## config.mk

```make
export PLATFORM = sky130hd
export DESIGN_NAME = load_store_unit
export DESIGN_NICKNAME = d
export VERILOG_FILES = /design/src/rtl/load_store_unit.sv
export SDC_FILE = /design/constraint.sdc
export NUM_CORES = 1
export LEC_CHECK = 0
export CAP_MARGIN = 10
export CELL_PAD_IN_SITES_DETAIL_PLACEMENT = 1
export CELL_PAD_IN_SITES_GLOBAL_PLACEMENT = 1
export CORE_MARGIN = 2
export CORE_UTILIZATION = 36
export CTS_CLUSTER_SIZE = 16
export DETAILED_ROUTE_END_ITERATION = 8
export GPL_ROUTABILITY_DRIVEN = 0
export GPL_TIMING_DRIVEN = 0
export PLACE_DENSITY = 0.93
export SYNTH_ARGS = -nofsm -noshare
export SYNTH_HDL_FRONTEND = slang
export SYNTH_SLANG_ARGS = --single-unit
```

## constraint.sdc

```tcl
create_clock -name clk -period 4.7 [get_ports clk]
set_input_delay 0.94 -clock clk [delete_from_list [all_inputs] [get_ports clk]]
set_output_delay 0.94 -clock clk [all_outputs]
set_load 0.02 [all_outputs]
```

## src/rtl/load_store_unit.sv

```systemverilog
// RV32I load/store unit: one outstanding request, lane steering for stores,
// byte/halfword extraction with sign/zero extension for loads.
module load_store_unit #(
    parameter int ADDR_W = 14
) (
    input  logic              clk,
    input  logic              rst,
    input  logic              req_valid,
    output logic              req_ready,
    input  logic              req_write,
    input  logic [2:0]        req_funct3,
    input  logic [31:0]       req_addr,
    input  logic [31:0]       req_wdata,
    output logic              resp_valid,
    output logic [31:0]       resp_rdata,
    output logic              resp_err,
    output logic [ADDR_W-1:0] bus_address,
    output logic              bus_write_enable,
    output logic [3:0]        bus_mask_byte,
    output logic [31:0]       bus_write_data,
    input  logic [31:0]       bus_read_data
);

    typedef enum logic [1:0] {
        IDLE   = 2'd0,
        ACCESS = 2'd1,
        WAIT   = 2'd2,
        RESP   = 2'd3
    } state_t;

    state_t            state_q, state_d;
    logic              write_q, write_d;
    logic [2:0]        funct3_q, funct3_d;
    logic [ADDR_W+1:0] addr_q, addr_d;
    logic [31:0]       wdata_q, wdata_d;
    logic [31:0]       rdata_q, rdata_d;
    logic              resp_valid_q, resp_valid_d;
    logic              resp_err_q, resp_err_d;
    logic              we_q, we_d;
    logic [3:0]        mask_q, mask_d;

    logic              req_legal;
    logic              req_misaligned;
    logic              unused_addr_hi;

    assign unused_addr_hi = ^req_addr[31:ADDR_W+2];

    function automatic logic [3:0] lane_mask(input logic       wr,
                                             input logic [1:0] size,
                                             input logic [1:0] a);
        if (!wr) begin
            return 4'b1111;
        end
        case (size)
            2'b00:   return 4'b0001 << a;
            2'b01:   return 4'b0011 << a;
            default: return 4'b1111;
        endcase
    endfunction

    function automatic logic [31:0] lane_data(input logic [1:0]  size,
                                              input logic [31:0] d);
        case (size)
            2'b00:   return {4{d[7:0]}};
            2'b01:   return {2{d[15:0]}};
            default: return d;
        endcase
    endfunction

    // funct3[2] set means unsigned (LBU/LHU); the byte lane comes from addr[1:0].
    function automatic logic [31:0] load_extract(input logic [2:0]  f3,
                                                 input logic [1:0]  a,
                                                 input logic [31:0] d);
        logic [7:0]  b;
        logic [15:0] h;
        b = d[{a, 3'b000} +: 8];
        h = a[1] ? d[31:16] : d[15:0];
        case (f3[1:0])
            2'b00:   return {{24{b[7] & ~f3[2]}}, b};
            2'b01:   return {{16{h[15] & ~f3[2]}}, h};
            default: return d;
        endcase
    endfunction

    always_comb begin
        req_legal = 1'b0;
        if (req_write) begin
            case (req_funct3)
                3'b000, 3'b001, 3'b010: req_legal = 1'b1;
                default:                req_legal = 1'b0;
            endcase
        end else begin
            case (req_funct3)
                3'b000, 3'b001, 3'b010, 3'b100, 3'b101: req_legal = 1'b1;
                default:                                req_legal = 1'b0;
            endcase
        end
        req_misaligned = ((req_funct3[1:0] == 2'b01) && req_addr[0]) ||
                         ((req_funct3[1:0] == 2'b10) && (req_addr[1:0] != 2'b00));
    end

    // Outputs are registered, so each is computed for the state being entered.
    always_comb begin
        state_d      = state_q;
        write_d      = write_q;
        funct3_d     = funct3_q;
        addr_d       = addr_q;
        wdata_d      = wdata_q;
        rdata_d      = rdata_q;
        resp_valid_d = 1'b0;
        resp_err_d   = 1'b0;
        we_d         = 1'b0;
        mask_d       = '0;

        case (state_q)
            IDLE: begin
                if (req_valid) begin
                    write_d  = req_write;
                    funct3_d = req_funct3;
                    addr_d   = req_addr[ADDR_W+1:0];
                    wdata_d  = lane_data(req_funct3[1:0], req_wdata);
                    if (!req_legal || req_misaligned) begin
                        state_d      = RESP;
                        resp_valid_d = 1'b1;
                        resp_err_d   = 1'b1;
                        rdata_d      = '0;
                    end else begin
                        state_d = ACCESS;
                        we_d    = req_write;
                        mask_d  = lane_mask(req_write, req_funct3[1:0], req_addr[1:0]);
                    end
                end
            end
            ACCESS: begin
                if (write_q) begin
                    state_d      = RESP;
                    resp_valid_d = 1'b1;
                    rdata_d      = '0;
                end else begin
                    state_d = WAIT;
                    mask_d  = mask_q;
                end
            end
            WAIT: begin
                state_d      = RESP;
                resp_valid_d = 1'b1;
                rdata_d      = load_extract(funct3_q, addr_q[1:0], bus_read_data);
            end
            RESP: begin
                state_d = IDLE;
            end
            default: begin
                state_d = IDLE;
            end
        endcase
    end

    always_ff @(posedge clk or posedge rst) begin
        if (rst) begin
            state_q      <= IDLE;
            write_q      <= 1'b0;
            funct3_q     <= '0;
            addr_q       <= '0;
            wdata_q      <= '0;
            rdata_q      <= '0;
            resp_valid_q <= 1'b0;
            resp_err_q   <= 1'b0;
            we_q         <= 1'b0;
            mask_q       <= '0;
        end else begin
            state_q      <= state_d;
            write_q      <= write_d;
            funct3_q     <= funct3_d;
            addr_q       <= addr_d;
            wdata_q      <= wdata_d;
            rdata_q      <= rdata_d;
            resp_valid_q <= resp_valid_d;
            resp_err_q   <= resp_err_d;
            we_q         <= we_d;
            mask_q       <= mask_d;
        end
    end

    assign req_ready        = (state_q == IDLE);
    assign resp_valid       = resp_valid_q;
    assign resp_err         = resp_err_q;
    assign resp_rdata       = rdata_q;
    assign bus_address      = addr_q[ADDR_W+1:2];
    assign bus_write_enable = we_q;
    assign bus_mask_byte    = mask_q;
    assign bus_write_data   = wdata_q;

endmodule

```

Word-level counts from Yosys, hierarchy flattened
Index checks and enable logic that the tools add are counted.
{ "word_totals": {"reg_bits": 93, "inputBits": 103, "out_inout_bits": 86, "wordCells": 77} }
{ "op_classes": {"eq_ne": 13, "n_shift": 3, "n_mux": 33, "n_bitwise": 3, "n_reduce_logical": 15} }
{ "ops": {"columns": ["cell", "count"], "rows": [
  ["$pmux 32 s2", 2],
  ["$mux 32", 3],
  ["$pmux 32 s3", 1],
  ["$shiftx 32x6->8", 1],
  ["$mux 4", 5],
  ["$mux 16", 1],
  ["$pmux 4 s2", 2],
  ["$mux 1", 15],
  ["$pmux 2 s4", 1],
  ["$eq 2x1->1 const B", 3],
  ["$eq 2x2->1 const B", 3],
  ["$eq 3x3->1 const B", 2],
  ["$logic_not 2->1", 3],
  ["$reduce_or 5->1", 1],
  ["$mux 2", 2],
  ["$ne 2x2->1 const B", 2],
  ["$reduce_and 4->1", 1],
  ["$shl 1x2->4 const A", 1],
  ["$shl 2x2->4 const A", 1],
  ["$eq 3x1->1 const B", 1],
  ["$eq 3x2->1 const B", 1],
  ["$logic_not 3->1", 1],
  ["$pmux 1 s3", 1],
  ["$reduce_bool 3->1", 1],
  ["9 further kinds", 12]
]} }

Logic depth before layout (Yosys ltp)
Gate-level depths: netlist (run 1).
{ "logic_depth": {"word_depth": 13, "mapped_depth": 8, "mapped_depth_nobuf": 6} }

Least setup slack after synthesis (run 1)
OpenSTA, ideal clock, no wires.
{ "synth_timing": {"path_type": "input to register", "startpoint": "in req_funct3[0]", "endpoint": "reg rdata_q[15], in the netlist resp_rdata[15]", "setup_time_ns": 0.136, "arrival_time_ns": 2.084, "required_ns": 4.564, "setup_slack_ns": 2.480, "cell_stages": 7, "n_path_buf": 3, "path_cell_list": "buf_4 -> o41ai_2 -> o21a_1 -> or2_1 -> buf_6 -> buf_12 -> o31ai_2"} }
{ "synth_between": {"elab_chain_len": 8, "elab_cells_between_ends": 19, "classes_between": "eq/ne: 7; mux: 3; reduce/logical: 9"} }
{ "synth_lines": {"columns": ["item", "line_no", "source"], "rows": [
  ["start: declaration", "11", "input logic [2:0] req_funct3,"],
  ["$eq 3x1->1 (tied with other cells)", "88, 93", null],
  ["$reduce_or 5->1 or $reduce_or 3->1 (tied branches)", "93, 88", null],
  ["$mux 1, on equally long branches", "93, 88", null],
  ["$mux 1", "87", "if (req_write) begin"],
  ["$logic_not 1->1", "122", "if (!req_legal || req_misaligned) begin"],
  ["$logic_or 1x1->1 (*)", "122", null],
  ["$ne 2x1->1 (no line) (*)", null, null],
  ["$reduce_and 4->1 (no line) (*)", null, null],
  ["end signal: assignment", "176", "rdata_q <= rdata_d;"],
  ["end: declaration", "36", "logic [31:0] rdata_q, rdata_d;"]
]} }
Mark *: on every way between the ends. The rest lies on a longest branch, timed or not.
A chain may end at the register's enable or synchronous reset.

Worst setup path after layout (run 1)
{ "layout_timing": {"startpoint": "in req_funct3[2]", "endpoint": "reg rdata_q[4], in the netlist resp_rdata[4]"} }
{ "layout_between": {"elab_chain_len": 8, "elab_cells_between_ends": 14, "classes_between": "eq/ne: 5; mux: 3; reduce/logical: 6"} }
{ "layout_lines": {"columns": ["item", "line_no"], "rows": [
  ["$eq 3x1->1 (tied with other cells)", "88, 93"],
  ["$reduce_or 5->1 or $reduce_or 3->1 (tied branches)", "93, 88"],
  ["$mux 1, on equally long branches", "93, 88"],
  ["$mux 1 (*)", "87"],
  ["$logic_not 1->1 (*)", "122"],
  ["$logic_or 1x1->1 (*)", "122"],
  ["$ne 2x1->1 (no line) (*)", null],
  ["$reduce_and 4->1 (no line) (*)", null]
]} }
Marks and branches as above.

==> flow_metrics.env, run 1 <==
export IMPL_run_status="finished clean"
export IMPL_fin_crit_sh_pct=56.83
export IMPL_grt_usage_pct=23.77
export IMPL_synth_compound_area_share_pct=21.14
export IMPL_cts_resized=0
export IMPL_ys_ff_latch=93
export IMPL_critical_path_top_delay_family="compound AO/OA/AOI/OAI gates"
export IMPL_routed_wl_um=16440
export IMPL_route_detailed_drc=0
export IMPL_ir_drop_v=0.0004077
export IMPL_slew_violations=0
export IMPL_power_density_nw_per_um2=660.2
export IMPL_worstMarginPinSlew_ns=0.9235
export IMPL_ios=189
export IMPL_synth_area_mux_share_pct=13.92
export IMPL_dp_cells=804
export IMPL_syn_inst=458
export IMPL_clk_pin_slew_ns=0.06
export IMPL_syn_area_um2=4882
export IMPL_reg2reg_slack_ns=2.32
export IMPL_fill_cells=1469
export IMPL_ctsHoldBuffers=0
export IMPL_io_buffers=169
export IMPL_rr_worst_depth=8
export IMPL_instances_no_fill=818
export IMPL_crit_chain="clkdlybuf4s50_1 -> o41ai_2 -> o21a_1 -> clkbuf_1 -> o21ai_0 -> o31ai_4"
export IMPL_synthAdderAreaFrac_pct=1.025
export IMPL_drt_iter0_drc=201
export IMPL_yosys_warnings=0
export IMPL_clock_skew_ns=0.008574
export IMPL_cap_viol_max_count=0
export IMPL_grt_max_degree=62
export IMPL_worst_hold_startpoint="bus_write_data[21]"
export IMPL_r2r_end="bus_write_data[18]"
export IMPL_ctsHtreeMaxLevel=3
export IMPL_critPathArrivalTime_ns=2.93
export IMPL_synth_top_area_cell="dfrtp_1"
export IMPL_grt_setup_unrepaired="no"
export IMPL_endpoint_kind="flip-flop"
export IMPL_std_cell_rows=42
export IMPL_grt_pass1_wl_um=26330
export IMPL_drive_above_1_share_pct=15.42
export IMPL_setup_viol=0
export IMPL_netlist_area_leader_share_pct=47.67
export IMPL_start_kind="primary input"
export IMPL_critPathKind="primary input to flip-flop"
export IMPL_grt_pass1_vias=4892
export IMPL_yosysSeqAreaShare_pct=47.67
export IMPL_cts_sinks=93
export IMPL_synth_distinct_cells=45
export IMPL_via_count=4375
export IMPL_cts_buffers=9
export IMPL_r2r_start="state_q[0]"
export IMPL_cts_root_buffer="clkbuf_16"
export IMPL_maxSlewHeadroom_pct=38.20
export IMPL_holdPathEnd="bus_write_data[21]"
export IMPL_post_cts_buffers=0
export IMPL_grt_overflow_total=0
export IMPL_start_util_pct=36.87
export IMPL_area_growth_pct=45.54
export IMPL_period_needed_ns=2.671
export IMPL_hold_class="flip-flop to flip-flop"
export IMPL_die_w_um=120.5
export IMPL_fmax_mhz=374.4
export IMPL_synthSimpleGateAreaFrac_pct=9.354
export IMPL_synth_nets=565
export IMPL_wire_per_inst_um=20.10
export IMPL_antenna_found_initial=0
export IMPL_dieArea_um2=14510
export IMPL_diodes=0
export IMPL_synth_xor_area_share_pct=0
export IMPL_hold_violations=0
export IMPL_drtPass1Iterations=4
export IMPL_critPathSlowestCell="clkdlybuf4s50_1"
export IMPL_synth_top_family_by_area="compound AO/OA/AOI/OAI gates"
export IMPL_nNetsFinal=746
export IMPL_leakagePower_nw=2.972
export IMPL_clockBufferDepth=2
export IMPL_syn_avg_cell_area_um2=10.66
export IMPL_viasPerCell=5.348
export IMPL_path_max_fanout=10
export IMPL_clk_latency_ns=0.35
export IMPL_cts_tree="yes"
export IMPL_synthTopCellsByArea="dfrtp_1 (48%), o21ai_0 (7.0%), mux2i_1 (6.8%)"
export IMPL_dp_hpwl_um=12640
export IMPL_required_ns=4.96
export IMPL_final_antenna_net_count=0
export IMPL_core_area_um2=13240
export IMPL_hold_path_depth=2
export IMPL_critical_path_buf_inv_count=2
export IMPL_cp_slowest_stage_delay_ns=0.50
export IMPL_fp_dieH_um=120.5
export IMPL_fin_util_pct=53.66
## stage by stage
stage / cell area [um2] / setup TNS, ns / hold WS [ns] / total power [mW] / setup slack, ns
5_1_grt: 7106 / 0 / 0.5174 / 4.990 / 1.856
6_report: 7106 / 0 / 0.4869 / 4.691 / 2.029
2_1_floorplan: 4882 / 0 / 0.4807 / 2.931 / 1.340
4_1_cts: 7106 / 0 / 0.4919 / 4.725 / 2.009
3_3_place_gp: 6794 / -13.50 / 0.4605 / 3.849 / -0.1524
3_5_place_dp: 6824 / 0 / 0.4755 / 3.982 / 1.653
## final cells by class
cell class	count	area [um2]	share of cell area [%]
plain buffers	50	302.8	4.261
flip-flops and latches	93	2327	32.75
clock buffers	12	246.5	3.469
repair buffers	170	1719	24.19
multi-input cells	306	2218	31.22
clock inverters	2	35.03	0.4930
inverters	9	36.28	0.5107
well taps	176	220.2	3.099
## tightest hold or removal path, stage by stage, from the launching register on
cell	delay (ns)
dfrtp_1	0.34
nand2_1	0.05
o21ai_0	0.06
## how the worst max path moves through the flow
| stage | startpoint | endpoint | slack [ns] | cells past startpoint |
|---|---|---|---|---|
| after floorplan | rst | addr_q[0] | 1.34 | 1 |
| after global placement | rst | bus_write_data[2] | -0.15 | 2 |
| after detailed placement | req_valid | bus_write_data[18] | 1.65 | 6 |
| after CTS | req_valid | bus_write_data[18] | 2.01 | 6 |
| after global routing | req_valid | bus_write_data[18] | 1.86 | 6 |
| final | req_funct3[2] | resp_rdata[4] | 2.03 | 6 |
## where the power goes
group | total (mW) | switching, mW | internal (mW)
logic | 2.66 | 1.46 | 1.20
registers | 1.32 | 0.195 | 1.12
clock network | 0.719 | 0.298 | 0.420
total | 4.69 | 1.95 | 2.74
## per-layer routing
metal / track usage, % / share of wire (%)
met1: 27.00 / 38
met5: 0 / 0
met3: 8.396 / 8.9
met4: 7.413 / 2.1
met2: 41.77 / 51
## sequential cells by signal (all words and copies together), names as in the netlist, 2 cells and up
signal	flops
funct3_q	3
resp_rdata	32
bus_mask_byte	4
state_q	2
bus_write_data	32
addr_q	16
## cell families (layout without fill, tap and decap cells)
group	count (synthesis)	count (layout)
AOI/OAI and AO/OA	141	141
muxes	62	62
adders and majority gates	4	4
buffers and inverters	59	243
DFF	93	93
and+or+nand+nor	99	99
## cells in the mapped netlist (all sizes together)
library cell  count
buf              31
clkbuf           19
nor4              3
a22o              4
a211oi            1
nand2b            2
o22ai             2
dfrtp            93
nor3b             1
nand2            36
o22a              1
o221ai            7
or3               7
inv               8
nand3             2
and2              1
a21oi            20
nor2             33
a221oi            2
clkinv            1
o31ai            25
mux4              1
a2111oi           1
o21a              1
mux2i            34
or2               2
nor3              2
nor2b            10
a21o              1
o21ai            75
ha                4
o41ai             1
mux2             27
## cell usage in the layout, fill, tap and decap left out, types with 4 or more instances in the layout
cell,count
clkdlybuf4s50_1,169
dfrtp_1,93
o21ai_0,68
nand2_1,36
nor2_1,33
mux2i_1,33
mux2_2,27
clkbuf_1,21
a21oi_1,20
buf_4,19
o31ai_2,17
nor2b_1,9
clkbuf_16,9
inv_1,7
or3_1,7
o221ai_1,7
o21ai_1,7
o31ai_4,6
buf_1,4
buf_2,4
a22o_1,4
ha_1,4
Note: power is estimated with default switching activity, not from simulation.
==> run 2, diff against run 1 <==
--- a/config.mk
+++ b/config.mk
@@ -9,12 +9,12 @@
 export CELL_PAD_IN_SITES_DETAIL_PLACEMENT = 1
 export CELL_PAD_IN_SITES_GLOBAL_PLACEMENT = 1
 export CORE_MARGIN = 2
-export CORE_UTILIZATION = 36
+export CORE_UTILIZATION = 33
 export CTS_CLUSTER_SIZE = 16
 export DETAILED_ROUTE_END_ITERATION = 8
 export GPL_ROUTABILITY_DRIVEN = 0
 export GPL_TIMING_DRIVEN = 0
-export PLACE_DENSITY = 0.93
+export PLACE_DENSITY = 0.86
 export SYNTH_ARGS = -nofsm -noshare
 export SYNTH_HDL_FRONTEND = slang
 export SYNTH_SLANG_ARGS = --single-unit
==> constraint.sdc (replaced) <==
create_clock -name clk -period 2.6 [get_ports clk]
set_input_delay 0.52 -clock clk [delete_from_list [all_inputs] [get_ports clk]]
set_output_delay 0.52 -clock clk [all_outputs]
set_load 0.02 [all_outputs]
==> flow_metrics.env, run 2 (synthesis results as in run 1) <==
export IMPL_run_status="finished clean"
export IMPL_diodes=0
export IMPL_fp_dieH_um=125.6
export IMPL_maxSlewHeadroom_pct=36.17
export IMPL_wire_per_inst_um=19.42
export IMPL_worstMarginPinSlew_ns=0.9539
export IMPL_critPathArrivalTime_ns=2.57
export IMPL_ios=189
export IMPL_viasPerCell=5.169
export IMPL_cts_root_buffer="clkbuf_16"
export IMPL_die_w_um=125.6
export IMPL_clock_skew_ns=0.006414
export IMPL_tns_ns=0
export IMPL_holdWs_ns=0.4823
export IMPL_dp_hpwl_um=12480
export IMPL_antenna_found_initial=0
export IMPL_path_max_fanout=10
export IMPL_fin_crit_sh_pct=88.70
export IMPL_hold_violations=0
export IMPL_power_density_nw_per_um2=1184
export IMPL_setup_viol=0
export IMPL_grt_setup_unrepaired="no"
export IMPL_layout_common_cells="clkdlybuf4s50_1 (169), dfrtp_1 (93), o21ai_0 (68)"
export IMPL_core_area_um2=14480
export IMPL_leakagePower_nw=2.972
export IMPL_via_count=4270
export IMPL_final_common_cell="clkdlybuf4s50_1"
export IMPL_dieArea_um2=15780
export IMPL_start_kind="primary input"
export IMPL_seq_power_share_pct=28.1
export IMPL_hold_class="flip-flop to flip-flop"
export IMPL_required_ns=2.86
export IMPL_grt_pass1_wl_um=25720
export IMPL_final_antenna_net_count=0
export IMPL_critPathKind="primary input to flip-flop"
export IMPL_placed_cell_area_um2=6848
export IMPL_post_cts_buffers=0
export IMPL_power_frac_comb_pct=56.9
export IMPL_route_detailed_drc=0
export IMPL_nNetsFinal=747
export IMPL_ir_drop_v=0.0005299
export IMPL_io_buffers=169
export IMPL_fin_util_pct=49.16
export IMPL_fill_cells=1584
export IMPL_clk_pin_slew_ns=0.06
export IMPL_grt_overflow_total=0
export IMPL_ctsHtreeMaxLevel=3
export IMPL_p_int_mw=4.920
export IMPL_routed_wl_um=16040
export IMPL_clockBufferDepth=2
export IMPL_final_area_um2=7118
export IMPL_period_needed_ns=2.306
export IMPL_drt_iter0_drc=176
export IMPL_drtPass1Iterations=4
export IMPL_cts_sinks=93
export IMPL_clk_latency_ns=0.35
export IMPL_fmax_mhz=433.6
export IMPL_start_util_pct=33.72
export IMPL_cts_tree="yes"
export IMPL_grt_usage_pct=20.63
export IMPL_grt_pass1_vias=4835
export IMPL_power_switching_mw=3.511
export IMPL_grt_max_degree=43
export IMPL_cap_viol_max_count=0
export IMPL_endpoint_kind="flip-flop"
export IMPL_pwr_share_clk_pct=15.0
export IMPL_std_cell_rows=44
export IMPL_slew_violations=0
export IMPL_area_growth_pct=45.80
export IMPL_cts_buffers=9
export IMPL_drive_above_1_share_pct=15.73
export IMPL_swShare_pct=41.64
export IMPL_p_total_mw=8.431
[run 2: power by group through the flow]
stage          logic (mW)  registers [mW]  clock network [mW]
5_1_grt              5.15            2.45                1.35
2_1_floorplan        2.51            2.79                   0
3_3_place_gp         4.62            2.35                   0
6_report             4.80            2.37                1.26
3_5_place_dp         4.79            2.40                   0
4_1_cts              4.83            2.38                1.29
[run 2: cell type report]
class	count	area, um2	area share [%]
clock buffers	10	229.0	3.217
multi-input cells	306	2218	31.17
flip-flops and latches	93	2327	32.69
plain buffers	50	304.0	4.271
repair buffers	171	1732	24.33
well taps	184	230.2	3.234
inverters	9	37.54	0.5273
clock inverters	3	40.04	0.5625
[run 2: through the flow]
step | cells | worst slack (ns)
floorplan | 458 | 0.6636
global placement | 811 | -0.001623
detailed placement | 813 | -0.02833
CTS | 826 | 0.1300
global route | 826 | 0.05669
finish | 826 | 0.2937
[run 2: what timing repair did]
action	4_1_cts	5_1_grt
endpoints found under the setup margin	0	22
hold buffers	0	0
gates resized for setup	0	1
[run 2: path summary, 6_finish.rpt]
kind                                    start                  to  slack, ns  cells past startpoint
max                             req_funct3[2]       resp_rdata[4]       0.29                      6
min                        bus_write_data[27]  bus_write_data[27]       0.48                      2
max reg2reg                        state_q[0]    bus_mask_byte[1]       0.32                      7
min reg2reg                bus_write_data[27]  bus_write_data[27]       0.48                      2
max in group asynchronous                 rst   bus_write_data[1]       1.58                      3
min in group asynchronous                 rst    bus_write_enable       0.50                      2
[run 2: critical path, stage by stage]
cell	delay, ns
clkdlybuf4s50_1	0.51
o41ai_2	0.46
o21a_1	0.34
clkbuf_1	0.39
o21ai_0	0.25
o31ai_4	0.09
[run 2: per-layer routing]
metal | part of all wire, % | track usage [%]
met1 | 41 | 24.14
met5 | 0 | 0
met4 | 1.4 | 6.209
met2 | 50 | 36.50
met3 | 7.9 | 6.160
